==> src/rtl/div_pkg.sv <==
// Shared types and constants for the sequential restoring divider.
package div_pkg;

  typedef enum logic [1:0] {
    IDLE = 2'd0,
    CALC = 2'd1,
    DONE = 2'd2
  } div_state_e;

  localparam int DIV_MAX_W = 128;

  // Low `width` bits set; callers cast down to their operand width.
  function automatic logic [DIV_MAX_W-1:0] DIV_BY_ZERO_QUOT(input int width);
    logic [DIV_MAX_W-1:0] ones;
    ones = '1;
    return ones >> (DIV_MAX_W - width);
  endfunction

endpackage

==> src/rtl/div_step.sv <==
// One combinational restoring-division iteration on {rem, quo}.
module div_step #(
  parameter int WIDTH = 32
) (
  input  logic [WIDTH-1:0] rem,
  input  logic [WIDTH-1:0] quo,
  input  logic [WIDTH-1:0] dvs,
  output logic [WIDTH-1:0] rem_next,
  output logic [WIDTH-1:0] quo_next
);

  logic [WIDTH:0] shifted;
  logic [WIDTH:0] trial;

  assign shifted  = {rem, quo[WIDTH-1]};
  // rem < dvs on entry, so a non-negative trial always fits back in WIDTH bits.
  assign trial    = shifted - {1'b0, dvs};
  assign rem_next = trial[WIDTH] ? shifted[WIDTH-1:0] : trial[WIDTH-1:0];
  assign quo_next = {quo[WIDTH-2:0], ~trial[WIDTH]};

endmodule

==> src/rtl/seq_divider.sv <==
// Multi-cycle restoring DIV/REM unit with start/busy/done handshake.
// Define SEQ_DIV_SIGNED_EN to honour is_signed (two's-complement operands).
//
// state | meaning
// IDLE  | waiting for start, results held
// CALC  | one restoring step per cycle, counter counts down from WIDTH
// DONE  | one-cycle done pulse, new start accepted
module seq_divider
  import div_pkg::*;
#(
  parameter int WIDTH = 32
) (
  input  logic             clk,
  input  logic             reset,
  input  logic             start,
  input  logic             is_signed,
  input  logic [WIDTH-1:0] dividend,
  input  logic [WIDTH-1:0] divisor,
  output logic             busy,
  output logic             done,
  output logic             div_by_zero,
  output logic [WIDTH-1:0] quotient,
  output logic [WIDTH-1:0] remainder
);

  localparam int CNT_W = $clog2(WIDTH + 1);
  localparam logic [WIDTH-1:0] DZ_QUOT = WIDTH'(DIV_BY_ZERO_QUOT(WIDTH));

  div_state_e       state_d, state_q;
  logic [CNT_W-1:0] cnt_d, cnt_q;
  logic [WIDTH-1:0] rem_d, rem_q, quo_d, quo_q, dvs_d, dvs_q;
  logic [WIDTH-1:0] quotient_d, quotient_q, remainder_d, remainder_q;
  logic             dbz_d, dbz_q;

  logic             accept;
  logic [WIDTH-1:0] dividend_mag, divisor_mag;
  logic [WIDTH-1:0] step_rem, step_quo, quo_fix, rem_fix;

  assign accept = start && (state_q != CALC);

`ifdef SEQ_DIV_SIGNED_EN
  logic a_neg, b_neg;
  logic neg_quo_d, neg_quo_q, neg_rem_d, neg_rem_q;

  assign a_neg        = is_signed & dividend[WIDTH-1];
  assign b_neg        = is_signed & divisor[WIDTH-1];
  assign dividend_mag = a_neg ? -dividend : dividend;
  assign divisor_mag  = b_neg ? -divisor : divisor;
  assign quo_fix      = neg_quo_q ? -step_quo : step_quo;
  assign rem_fix      = neg_rem_q ? -step_rem : step_rem;

  always_comb begin
    neg_quo_d = neg_quo_q;
    neg_rem_d = neg_rem_q;
    if (accept) begin
      neg_quo_d = a_neg ^ b_neg;
      neg_rem_d = a_neg;
    end
  end

  always_ff @(posedge clk) begin
    if (reset) begin
      neg_quo_q <= 1'b0;
      neg_rem_q <= 1'b0;
    end else begin
      neg_quo_q <= neg_quo_d;
      neg_rem_q <= neg_rem_d;
    end
  end
`else
  logic unused_is_signed;

  assign unused_is_signed = is_signed;
  assign dividend_mag     = dividend;
  assign divisor_mag      = divisor;
  assign quo_fix          = step_quo;
  assign rem_fix          = step_rem;
`endif

  div_step #(.WIDTH(WIDTH)) u_step (
    .rem      (rem_q),
    .quo      (quo_q),
    .dvs      (dvs_q),
    .rem_next (step_rem),
    .quo_next (step_quo)
  );

  always_comb begin
    state_d     = state_q;
    cnt_d       = cnt_q;
    rem_d       = rem_q;
    quo_d       = quo_q;
    dvs_d       = dvs_q;
    quotient_d  = quotient_q;
    remainder_d = remainder_q;
    dbz_d       = dbz_q;
    unique case (state_q)
      CALC: begin
        rem_d = step_rem;
        quo_d = step_quo;
        cnt_d = cnt_q - 1'b1;
        if (cnt_q == CNT_W'(1)) begin
          state_d     = DONE;
          quotient_d  = quo_fix;
          remainder_d = rem_fix;
        end
      end
      default: begin
        state_d = IDLE;
        if (accept) begin
          if (divisor == '0) begin
            // Zero divisor skips iteration; remainder is the raw dividend.
            state_d     = DONE;
            quotient_d  = DZ_QUOT;
            remainder_d = dividend;
            dbz_d       = 1'b1;
          end else begin
            state_d = CALC;
            cnt_d   = CNT_W'(WIDTH);
            rem_d   = '0;
            quo_d   = dividend_mag;
            dvs_d   = divisor_mag;
            dbz_d   = 1'b0;
          end
        end
      end
    endcase
  end

  always_ff @(posedge clk) begin
    if (reset) begin
      state_q     <= IDLE;
      cnt_q       <= '0;
      rem_q       <= '0;
      quo_q       <= '0;
      dvs_q       <= '0;
      quotient_q  <= '0;
      remainder_q <= '0;
      dbz_q       <= 1'b0;
    end else begin
      state_q     <= state_d;
      cnt_q       <= cnt_d;
      rem_q       <= rem_d;
      quo_q       <= quo_d;
      dvs_q       <= dvs_d;
      quotient_q  <= quotient_d;
      remainder_q <= remainder_d;
      dbz_q       <= dbz_d;
    end
  end

  assign busy        = (state_q == CALC);
  assign done        = (state_q == DONE);
  assign div_by_zero = dbz_q;
  assign quotient    = quotient_q;
  assign remainder   = remainder_q;

endmodule
==> config.mk <==
export PLATFORM = sky130hd
export DESIGN_NAME = seq_divider
export DESIGN_NICKNAME = d
export VERILOG_FILES = /design/src/rtl/div_pkg.sv /design/src/rtl/div_step.sv /design/src/rtl/seq_divider.sv
export SDC_FILE = /design/constraint.sdc
export NUM_CORES = 1
export LEC_CHECK = 0
export ABC_AREA = 1
export CAP_MARGIN = 20
export CORE_MARGIN = 4
export CORE_UTILIZATION = 57
export DETAILED_ROUTE_END_ITERATION = 12
export PLACE_DENSITY = 0.86
export SKIP_LAST_GASP = 1
export SYNTH_ARGS = -nofsm -noshare
export SYNTH_HDL_FRONTEND = slang
export SYNTH_HIERARCHICAL = 1
export SYNTH_SLANG_ARGS = --single-unit
==> constraint.sdc <==
create_clock -name clk -period 2.52 [get_ports clk]
set_input_delay 0.252 -clock clk [delete_from_list [all_inputs] [get_ports clk]]
set_output_delay 0.252 -clock clk [all_outputs]
set_load 0.01 [all_outputs]
==> impl_metrics.toml <==
[synth]
synth_compound_area_frac = 0.113
ys.flop_type = "dfxtp_1"
synth.ff_latch_count = 169
synth-edff-count = 0
yosys.area_share.simple = 0.387
postSynthCellCount = 1774
synthDistinctLibCells = 34
syn-cell-area_mm2 = 0.0110
synth_top_family_by_area = "simple AND/OR/NAND/NOR gates"
synth-xor-area-share = 0.0143
postSynth.asyncResetShare = 0
synthMuxAreaShare = 0
synth_warnings = 6
syn_avg_cell_area_um2 = 6.21
ys_seq_area_frac = 0.307
syn-num-nets = 1877
synthAdderAreaFrac = 0.0404

[worst_setup_path]
path_cells = "inv_2, ha_4, fa_2, inv_2, nand2_2, nand2_2, nand3_2, nand2_2, nand2_2, nand2_4, nand2_4, nand2_4, nand2_4, nand2_8, clkbuf_16, nand2_2, nand2_2, nand2_2, nand2_2, a21oi_2, nor2_1"
start_kind = "flip-flop"
crit_arrival_ps = 2930
path_delay_family = "simple AND/OR/NAND/NOR gates"
cpMostUsedCell = "nand2_2"
required_ps = 2880
worst-setup-path-type = "flip-flop to flip-flop"
max_stage_delay_ps = 400
path_buf_inv = 3
crit_slowest_cell = "fa_2"
setup.worst_path.end_class = "flip-flop"
worst-path-max-fanout = 8

[die]
die_h_um = 147
io_pins = 135
core-area_mm2 = 0.0188
fp-row-count = 50
start_util = 0.585
die-area_mm2 = 0.0216
fp.dieW_um = 147

[global_route]
grtUsageTotal = 0.289
globalRoute.totalOverflow = 0
grt_max_degree = 81
grt_pass1_wl_um = 51100
grt_antenna_before_repair = 0
first_global_vias = 10400

[outcome]
status = "finished with violations"
violations = "DRC, setup timing"

[sta]
setup_tns_ps = -173
finalCritPeriodShare = 1.02
fin_crit_ps = 2570
slew_viol_final = 0
worst_clock_skew_ps = 17.5
clock.fmax_ghz = 0.389
max_slew_margin = 0.401
finalHoldViolations = 0
grt_setup_unrepaired = "yes"
setup_ws_ps = -48.3
worst_pin_slew_ps = 898
setup_violations = 8

[power]
finalPower_uw = 7320
internal-power_uw = 4850
pwr-share-clk = 0.356
leakage_uw = 0.00697
p_per_area_mw_per_mm2 = 533
seqPwrFrac = 0.397
swShare = 0.337
p_sw_uw = 2470
irDropWorstVdd_v = 0.000510
combPwrFrac = 0.247

[routing]
drc = 1
drt_iter0_markers = 1263
wl_per_cell_um = 15.9
final_antenna_net_count = 0
viasPerCell = 5.43
wl_um = 34100
firstDrtPassIters = 10
dr_total_vias = 11600

[clock_tree]
cts_buffer_depth = 2
clock_sinks = 169
cts_buffers = 17
h-tree-depth = 4
clock_latency_ps = 440
cts-hold-fix-buffers = 0
clk_pin_slew_worst_paths_ps = 70
cts_tree = "built"
clk_root_buffer_cell = "clkbuf_16"

[finish]
diodes = 0
drive_above_1_share = 0.146
nets = 1974
area_delta_synth_final_pct = 24.8

[placed_design]
dp_hpwl_um = 23900
io_buffers = 133
pre_cts_ws_ps = -54.7
routabilityCongestion = 0.963

[job]
drv_cap = 0

[worst_hold_path]
min-delay-path-class = "primary input to flip-flop"
[power by group through the flow]
stage	combinational [uW]	sequential, uW	clock [uW]
floorplan	1110	2960	0
global placement	1590	2960	0
detailed placement	1620	2960	0
CTS	1630	2900	2620
global route	1980	2920	2740
finish	1810	2910	2600
[path summary, 6_finish.rpt]
check              startpoint             to  slack [ps]  depth (start not counted)
setup / recovery    quo_q[31]  remainder[12]         -50                         21
hold / removal    divisor[21]      dvs_q[21]         420                          3
setup reg to reg    quo_q[31]  remainder[12]         -50                         21
hold reg to reg   quotient[6]    quotient[6]         460                          2
[Yosys cell counts (2+ instances only)]
cell,count,share of area
a21oi_2,29,0.023
buf_1,8,0.0027
or2_2,2,0.0011
buf_4,38,0.026
buf_2,28,0.013
nor2_4,2,0.0020
dfxtp_1,169,0.31
ha_1,34,0.039
clkbuf_1,36,0.012
inv_1,211,0.072
a21oi_1,100,0.045
o21ai_0,55,0.025
nand3b_1,78,0.053
nand2_2,9,0.0051
nor2_1,219,0.075
nor3_1,6,0.0027
nand4_1,9,0.0051
xor2_1,16,0.013
nand2_1,576,0.20
nand2_4,2,0.0020
or2_1,2,0.0011
buf_6,8,0.0082
xnor2_1,2,0.0016
o21bai_1,27,0.018
nand3_1,87,0.040
clkinv_1,6,0.0020
inv_2,5,0.0017
and2_1,4,0.0023
[tightest hold or removal path, cell delays in order]
cell and delay (ps):
clkdlybuf4s50_1 410, nor2_1 110, nor2_1 50
[metal layers]
layer	global-route usage	wire length [um]	vias to the layer above
met5	0	0	-
met4	0.130	1550	0
met3	0.0404	2410	116
met2	0.490	16200	538
met1	0.367	13900	5301
li1	-	-	5681
[timing repair]
action | in CTS | in global routing
resized for setup | 2 | 141
hold endpoints to repair | 0 | 0
setup buffers | 0 | 8
endpoints found under the setup margin | 32 | 65
gates cloned | 0 | 6
pin swaps | 2 | 91
[cells by family (layout without fill, tap and decap cells)]
family / Yosys count / count (layout)
buffers and inverters: 340 / 448
XOR/XNOR: 18 / 18
adder cells (fa/ha/maj): 35 / 35
AND/OR/NAND/NOR: 999 / 1000
AO/OA/AOI/OAI: 213 / 213
flip-flops: 169 / 169
[stage by stage]
stage	hold WS [ps]	std cells	utilization	instance area (um^2)
finish	419	2143	0.730	13700
global route	421	2143	0.730	13700
CTS	419	2129	0.694	13100
detailed placement	448	2098	0.663	12500
global placement	444	2098	0.663	12500
floorplan	387	1774	-	11000
[registers in the layout (all words and copies together) (netlist names)]
signal and count:
cnt_q 6, div_by_zero 1, dvs_q 32, quo_q 32
quotient 32, rem_q 32, remainder 32, state_q 2
[final cells by class]
type                    count  area (um^2)
clock inverters            14          149
multi-input cells        1266         6620
inverters                 222          835
well taps                 260          325
fillers                  1516         5080
clock buffers              17          425
repair buffers            195         2000
flip-flops and latches    169         3390
[cells in the final DEF (no fill, tap or decap), drive strengths merged, types with 6 or more instances in the layout]
cell type / instances
nand2: 588
inv: 224
nor2: 222
dfxtp: 169
clkdlybuf4s50: 133
a21oi: 129
nand3: 87
nand3b: 78
buf: 58
o21ai: 57
ha: 34
o21bai: 27
clkbuf: 21
xor2: 16
clkinv: 11
nand4: 9
nor3: 6
Note: power is estimated with default switching activity, not from simulation.
